$ cat config.mk
export PLATFORM = sky130hd
export DESIGN_NAME = elevator_scan_ctrl
export DESIGN_NICKNAME = d
export VERILOG_FILES = /design/src/rtl/elevator_pkg.sv /design/src/rtl/elevator_tick_gen.sv /design/src/rtl/elevator_scan_ctrl.sv
export SDC_FILE = /design/constraint.sdc
export NUM_CORES = 1
export LEC_CHECK = 0
export CORE_MARGIN = 1
export CORE_UTILIZATION = 58
export CTS_CLUSTER_SIZE = 14
export DETAILED_ROUTE_END_ITERATION = 12
export PLACE_DENSITY = 0.79
export SYNTH_ARGS = -nofsm -noshare
export SYNTH_HDL_FRONTEND = slang
export SYNTH_SLANG_ARGS = --single-unit
$ cat constraint.sdc
create_clock -name clk -period 2.4 [get_ports clk]
set_input_delay 0.24 -clock clk [delete_from_list [all_inputs] [get_ports clk]]
set_output_delay 0.24 -clock clk [all_outputs]
set_load 0.005 [all_outputs]
$ cat src/rtl/elevator_pkg.sv
`timescale 1ns/1ps
`default_nettype none
// elevator_pkg: FSM state type and floor-mask helpers shared by the elevator controller.
// Revision 1.0
package elevator_pkg;

    // The mask helpers support NUM_FLOORS up to this bound; callers truncate to their width.
    localparam int MAX_FLOORS = 64;

    typedef enum logic [1:0] {
        IDLE = 2'd0,
        MOVE = 2'd1,
        DOOR = 2'd2
    } state_e;

    function automatic logic [MAX_FLOORS-1:0] ahead_mask(input int flr, input logic dir_up);
        logic [MAX_FLOORS-1:0] m;
        m = '0;
        for (int k = 0; k < MAX_FLOORS; k++) begin
            m[k] = dir_up ? (k > flr) : (k < flr);
        end
        return m;
    endfunction

    function automatic logic [MAX_FLOORS-1:0] onehot(input int idx);
        return MAX_FLOORS'(1) << idx;
    endfunction

endpackage
`default_nettype wire

$ cat src/rtl/elevator_tick_gen.sv
`timescale 1ns/1ps
`default_nettype none
// elevator_tick_gen: free-running prescaler; tick is high while the count sits at TICK_CYCLES-1.
// Revision 1.0
module elevator_tick_gen #(
    parameter int TICK_CYCLES = 50_000_000
) (
    input  logic clk,
    input  logic rst_n,
    input  logic hold,
    output logic tick
);

    localparam int CW = (TICK_CYCLES > 2) ? $clog2(TICK_CYCLES) : 1;
    localparam logic [CW-1:0] C_LAST = CW'(TICK_CYCLES - 1);

    logic [CW-1:0] cnt_q;
    logic [CW-1:0] cnt_d;

    // Holding parks the count at 0 so a release always waits a full period.
    always_comb begin
        cnt_d = (cnt_q == C_LAST) ? '0 : cnt_q + CW'(1);
        if (hold) begin
            cnt_d = '0;
        end
    end

    always_ff @(posedge clk or negedge rst_n) begin
        if (!rst_n) begin
            cnt_q <= '0;
        end else begin
            cnt_q <= cnt_d;
        end
    end

    assign tick = !hold && (cnt_q == C_LAST);

endmodule
`default_nettype wire

$ cat src/rtl/elevator_scan_ctrl.sv
`timescale 1ns/1ps
`default_nettype none
// elevator_scan_ctrl: N-floor SCAN elevator controller with latched calls and timed door dwell.
// Optional ELEVATOR_ESTOP_EN adds estop_i, which freezes motion and dwell while held. Revision 1.0
module elevator_scan_ctrl
    import elevator_pkg::*;
#(
    parameter int NUM_FLOORS  = 4,
    parameter int TICK_CYCLES = 50_000_000,
    parameter int DOOR_TICKS  = 3,
    localparam int FW = (NUM_FLOORS > 2) ? $clog2(NUM_FLOORS) : 1
) (
    input  logic                  clk,
    input  logic                  rst_n,
    input  logic [NUM_FLOORS-1:0] req_i,
`ifdef ELEVATOR_ESTOP_EN
    input  logic                  estop_i,
`endif
    output logic [FW-1:0]         floor_idx_o,
    output logic [NUM_FLOORS-1:0] floor_oh_o,
    output logic                  dir_up_o,
    output logic                  moving_o,
    output logic                  door_open_o,
    output logic [NUM_FLOORS-1:0] pending_o
);

    localparam int DW = $clog2(DOOR_TICKS + 1);

    logic w_tick;
    logic w_hold;

`ifdef ELEVATOR_ESTOP_EN
    assign w_hold = estop_i;
`else
    assign w_hold = 1'b0;
`endif

    elevator_tick_gen #(
        .TICK_CYCLES(TICK_CYCLES)
    ) u_tick_gen (
        .clk  (clk),
        .rst_n(rst_n),
        .hold (w_hold),
        .tick (w_tick)
    );

    state_e                state_q, state_d;
    logic [FW-1:0]         floor_q, floor_d;
    logic [NUM_FLOORS-1:0] floor_oh_q, floor_oh_d;
    logic                  dir_up_q, dir_up_d;
    logic [NUM_FLOORS-1:0] pending_q, pending_d;
    logic [DW-1:0]         dwell_q, dwell_d;
    logic                  moving_q, door_q;

    logic [NUM_FLOORS-1:0] w_pend_all;
    logic [NUM_FLOORS-1:0] w_ahead_fwd;
    logic [NUM_FLOORS-1:0] w_ahead_rev;
    logic [FW-1:0]         w_floor_step;
    logic [NUM_FLOORS-1:0] w_oh_step;
    logic [NUM_FLOORS-1:0] w_ahead_step;
    logic                  w_at_end;

    assign w_pend_all   = pending_q | req_i;
    assign w_ahead_fwd  = NUM_FLOORS'(ahead_mask(int'(floor_q), dir_up_q));
    assign w_ahead_rev  = NUM_FLOORS'(ahead_mask(int'(floor_q), !dir_up_q));
    assign w_floor_step = dir_up_q ? floor_q + FW'(1) : floor_q - FW'(1);
    assign w_oh_step    = NUM_FLOORS'(onehot(int'(w_floor_step)));
    assign w_ahead_step = NUM_FLOORS'(ahead_mask(int'(w_floor_step), dir_up_q));
    assign w_at_end     = dir_up_q ? (floor_q == FW'(NUM_FLOORS - 1)) : (floor_q == '0);

    always_comb begin
        state_d    = state_q;
        floor_d    = floor_q;
        floor_oh_d = floor_oh_q;
        dir_up_d   = dir_up_q;
        pending_d  = w_pend_all;
        dwell_d    = dwell_q;
        if (!w_hold) begin
            case (state_q)
                IDLE: begin
                    if (w_pend_all[floor_q]) begin
                        state_d   = DOOR;
                        dwell_d   = DW'(DOOR_TICKS);
                        pending_d = w_pend_all & ~floor_oh_q;
                    end else if (|(w_pend_all & w_ahead_fwd)) begin
                        state_d = MOVE;
                    end else if (|(w_pend_all & w_ahead_rev)) begin
                        state_d  = MOVE;
                        dir_up_d = !dir_up_q;
                    end
                end
                MOVE: begin
                    if (w_tick) begin
                        // Never step past either end of the shaft.
                        if (w_at_end) begin
                            state_d = IDLE;
                        end else begin
                            floor_d    = w_floor_step;
                            floor_oh_d = w_oh_step;
                            if (w_pend_all[w_floor_step]) begin
                                state_d   = DOOR;
                                dwell_d   = DW'(DOOR_TICKS);
                                pending_d = w_pend_all & ~w_oh_step;
                            end else if (!(|(w_pend_all & w_ahead_step))) begin
                                state_d = IDLE;
                            end
                        end
                    end
                end
                DOOR: begin
                    pending_d = w_pend_all & ~floor_oh_q;
                    if (req_i[floor_q]) begin
                        dwell_d = DW'(DOOR_TICKS);
                    end else if (w_tick) begin
                        if (dwell_q <= DW'(1)) begin
                            state_d = IDLE;
                            dwell_d = '0;
                        end else begin
                            dwell_d = dwell_q - DW'(1);
                        end
                    end
                end
                default: begin
                    state_d = IDLE;
                end
            endcase
        end
    end

    always_ff @(posedge clk or negedge rst_n) begin
        if (!rst_n) begin
            state_q    <= IDLE;
            floor_q    <= '0;
            floor_oh_q <= NUM_FLOORS'(1);
            dir_up_q   <= 1'b1;
            pending_q  <= '0;
            dwell_q    <= '0;
            moving_q   <= 1'b0;
            door_q     <= 1'b0;
        end else begin
            state_q    <= state_d;
            floor_q    <= floor_d;
            floor_oh_q <= floor_oh_d;
            dir_up_q   <= dir_up_d;
            pending_q  <= pending_d;
            dwell_q    <= dwell_d;
            moving_q   <= (state_d == MOVE);
            door_q     <= (state_d == DOOR);
        end
    end

    assign floor_idx_o = floor_q;
    assign floor_oh_o  = floor_oh_q;
    assign dir_up_o    = dir_up_q;
    assign moving_o    = moving_q;
    assign door_open_o = door_q;
    assign pending_o   = pending_q;

endmodule
`default_nettype wire
==> metrics.txt <==
Area Growth Syn to Fin=15.1%; CTS tree=done; Peak Freq=about 0.44 GHz; CTS root buffer=clkbuf_8; most common cell in the netlist=dfrtp_1; core area=between 4000 and 5000 um^2; iteration count of the initial detailed-routing pass=4; Die H=66.5 um; GR Util All Layers=about 25%; # rows=23; PortBufs=18; met2 GRT Util=between 30% and 40%; die extent in x=66.5 um; clock-pin slew on the worst setup and hold paths=0.08 ns; data required time of the critical path=2.57 ns; Total Wirelength=between 4 and 5 mm; placed instance count=311; worst reg2reg path depth=5; CTS Buf Count=5; Yosys warning count=0; final period utilization=94.3%; gpl congestion=approximately 0.9; DP HPWL=about 3.5 mm; deepest clock path buffer count=2; Cell variety after synth=50; maxcap violations=0; GR peak layer=met2; layout cells sized above 1=15.6%; worst IR drop on VDD=approximately 0.35 mV; synthesized cell area=around 2400 um^2; synthesized area per cell=between 10 and 15 um^2; worst setup path class=reg2reg; total gr overflow=0; first-pass GRT wire length=just over 8 mm; top-area cell type share of the netlist area=42.5%; initial antenna violation count=0; unrepaired setup endpoints after global routing=no; worst rel slew slack=between 30% and 40%; # diodes=0; final setup fails=0; post-route insts no fill=320; status=finished, final reports clean; sequential area share after synthesis=~45%; top post-synthesis cells by count=dfrtp_1, nor2_1, xnor2_1, nand2_1, a21oi_1; Setup Skew=between 0.005 and 0.006 ns; crit-path max FO=18; largest cells by area after synthesis=dfrtp_1, xnor2_1, nor2_1; cts hold-fix bufs=0; 1st-iter DRT viols=122; final hold vios=0; die area=4430 um^2; Worst-Skew Late Latency=roughly 0.30 ns; Post-Synthesis Cells=around 240; # DRC=0; largest net degree at the start of global routing=44; Lkg Pwr=between 1 and 1.5 nW; Sink Count=43; async set or reset register ratio after synthesis=100%; I/O pins=19; Tot Pwr=about 1.2 mW; Final Slew Violations=0; number of global-route vias before repair=1767; Yosys reg bits=43; vias post-DR=1836; Initial Utilization=roughly three fifths; vias per inst=between 5 and 6; worst slew pin tran=0.949 ns; PwrDens=approximately 440 nW/um^2; Main synth FF type=dfrtp_1; crit path time final=approximately 2.3 ns; syn_nets=254; CP endpoint kind=register; Final TNS setup=0 ns; kind of path behind the tightest hold check=in2async; met3 usage in global routing=6.34%; H-tree depth=2; GR Util met1=a little under two fifths; Detail Route Antenna Nets=0; CP arrival=roughly 2.4 ns; routed length per instance=approximately 15 um; Post-synth EDFFs=0; FILL cells=317; nets@finish=about 280; cell taking the most area after synthesis=dfrtp_1; Worst setup SP type=register
## cells by family (layout without fill, tap and decap cells)
logic type	count (synthesis)	after routing	share of synthesized area, %
XOR/XNOR	25	25	9.06
buffers and inverters	17	46	3.52
multiplexers	9	9	5.75
adder cells (fa/ha/maj)	7	7	3.62
AND/OR/NAND/NOR	104	104	24.3
flip-flops	43	43	44.6
AO/OA/AOI/OAI	36	36	9.06
## registers in the layout, indices dropped and copies added, names as in the netlist
signal            flops
dir_up_o              1
u_tick_gen.cnt_q     26
door_open_o           1
floor_idx_o           2
moving_o              1
floor_oh_o            4
pending_o             4
state_q               2
dwell_q               2
## worst max-delay path, cell delays in order (launching register included)
cell and delay (ns):
dfrtp_1 0.43, or4_4 0.53, or3_4 0.41, nor4_4 0.33
buf_4 0.33, o211ai_1 0.11
## layout make-up
type | instances | area, um^2 | share of cell area [%]
clock buffer | 7 | 86.3 | 3.11
clock inverter | 1 | 8.76 | 0.315
inverter | 9 | 33.8 | 1.22
multi-input combinational | 181 | 1250 | 45.0
sequential | 43 | 1080 | 38.8
tap | 50 | 62.6 | 2.25
timing repair buffer | 29 | 258 | 9.27
## layer usage
layer / vias up / routed length, um
met2: 35 / 2170
met1: 885 / 2440
met4: 0 / 55
met5: - / 0
met3: 5 / 197
li1: 911 / -
## layout by cell type (no fill, tap or decap), drive strengths merged, types with 2 or more instances in the layout
cell type	synthesis	routed
dfrtp	41	41
xnor2	19	19
nand4	7	7
nor2	32	32
nor2b	2	2
o22ai	2	2
clkbuf	4	7
nor3	6	6
o211ai	2	2
and4	4	4
a21oi	11	11
inv	9	9
or2	6	6
mux2	3	3
xor2	6	6
a21boi	2	2
nor4	9	9
clkdlybuf4s50	0	17
dfstp	2	2
o31ai	3	3
mux4	3	3
a31oi	2	2
nand3	10	10
o21ai	9	9
mux2i	3	3
ha	7	7
a211o	2	2
and2	2	2
nand2	13	13
nand2b	4	4
or3	3	3
buf	4	12
## metrics by stage
stage	setup slack (ns)	utilization [%]	hold slack, ns	instance area [um^2]
2_1_floorplan	0.205	-	-0.0556	2420
3_3_place_gp	0.162	66.9	0.436	2680
3_5_place_dp	0.165	66.9	0.442	2680
4_1_cts	0.148	69.3	0.120	2770
5_1_grt	0.0439	69.5	0.167	2780
6_report	0.138	69.5	0.0876	2780
## worst paths after layout
path                                            from                  end  slack [ns]
worst max-delay path            u_tick_gen.cnt_q[10]             moving_o        0.14
worst max register to register  u_tick_gen.cnt_q[10]             moving_o        0.14
worst min-delay path                           rst_n  u_tick_gen.cnt_q[4]        0.09
worst min register to register   u_tick_gen.cnt_q[0]  u_tick_gen.cnt_q[0]        0.47
min in group clk                 u_tick_gen.cnt_q[0]  u_tick_gen.cnt_q[0]        0.47
max in group asynchronous                      rst_n        floor_oh_o[1]        1.72
## what timing repair did
item                                   in CTS  in global routing
setup endpoints to repair                   0                  2
setup buffers                               0                  1
resized for setup                           0                  0
endpoints found under the hold margin       0                  0
## power by group
group          total, mW         switching, mW  internal, mW
Sequential         0.724  0.000000000000000104         0.724
Combinational     0.0239                0.0162       0.00774
Clock              0.481                 0.245         0.236
Total               1.23                 0.261         0.967
(Power assumes the default switching activity.)
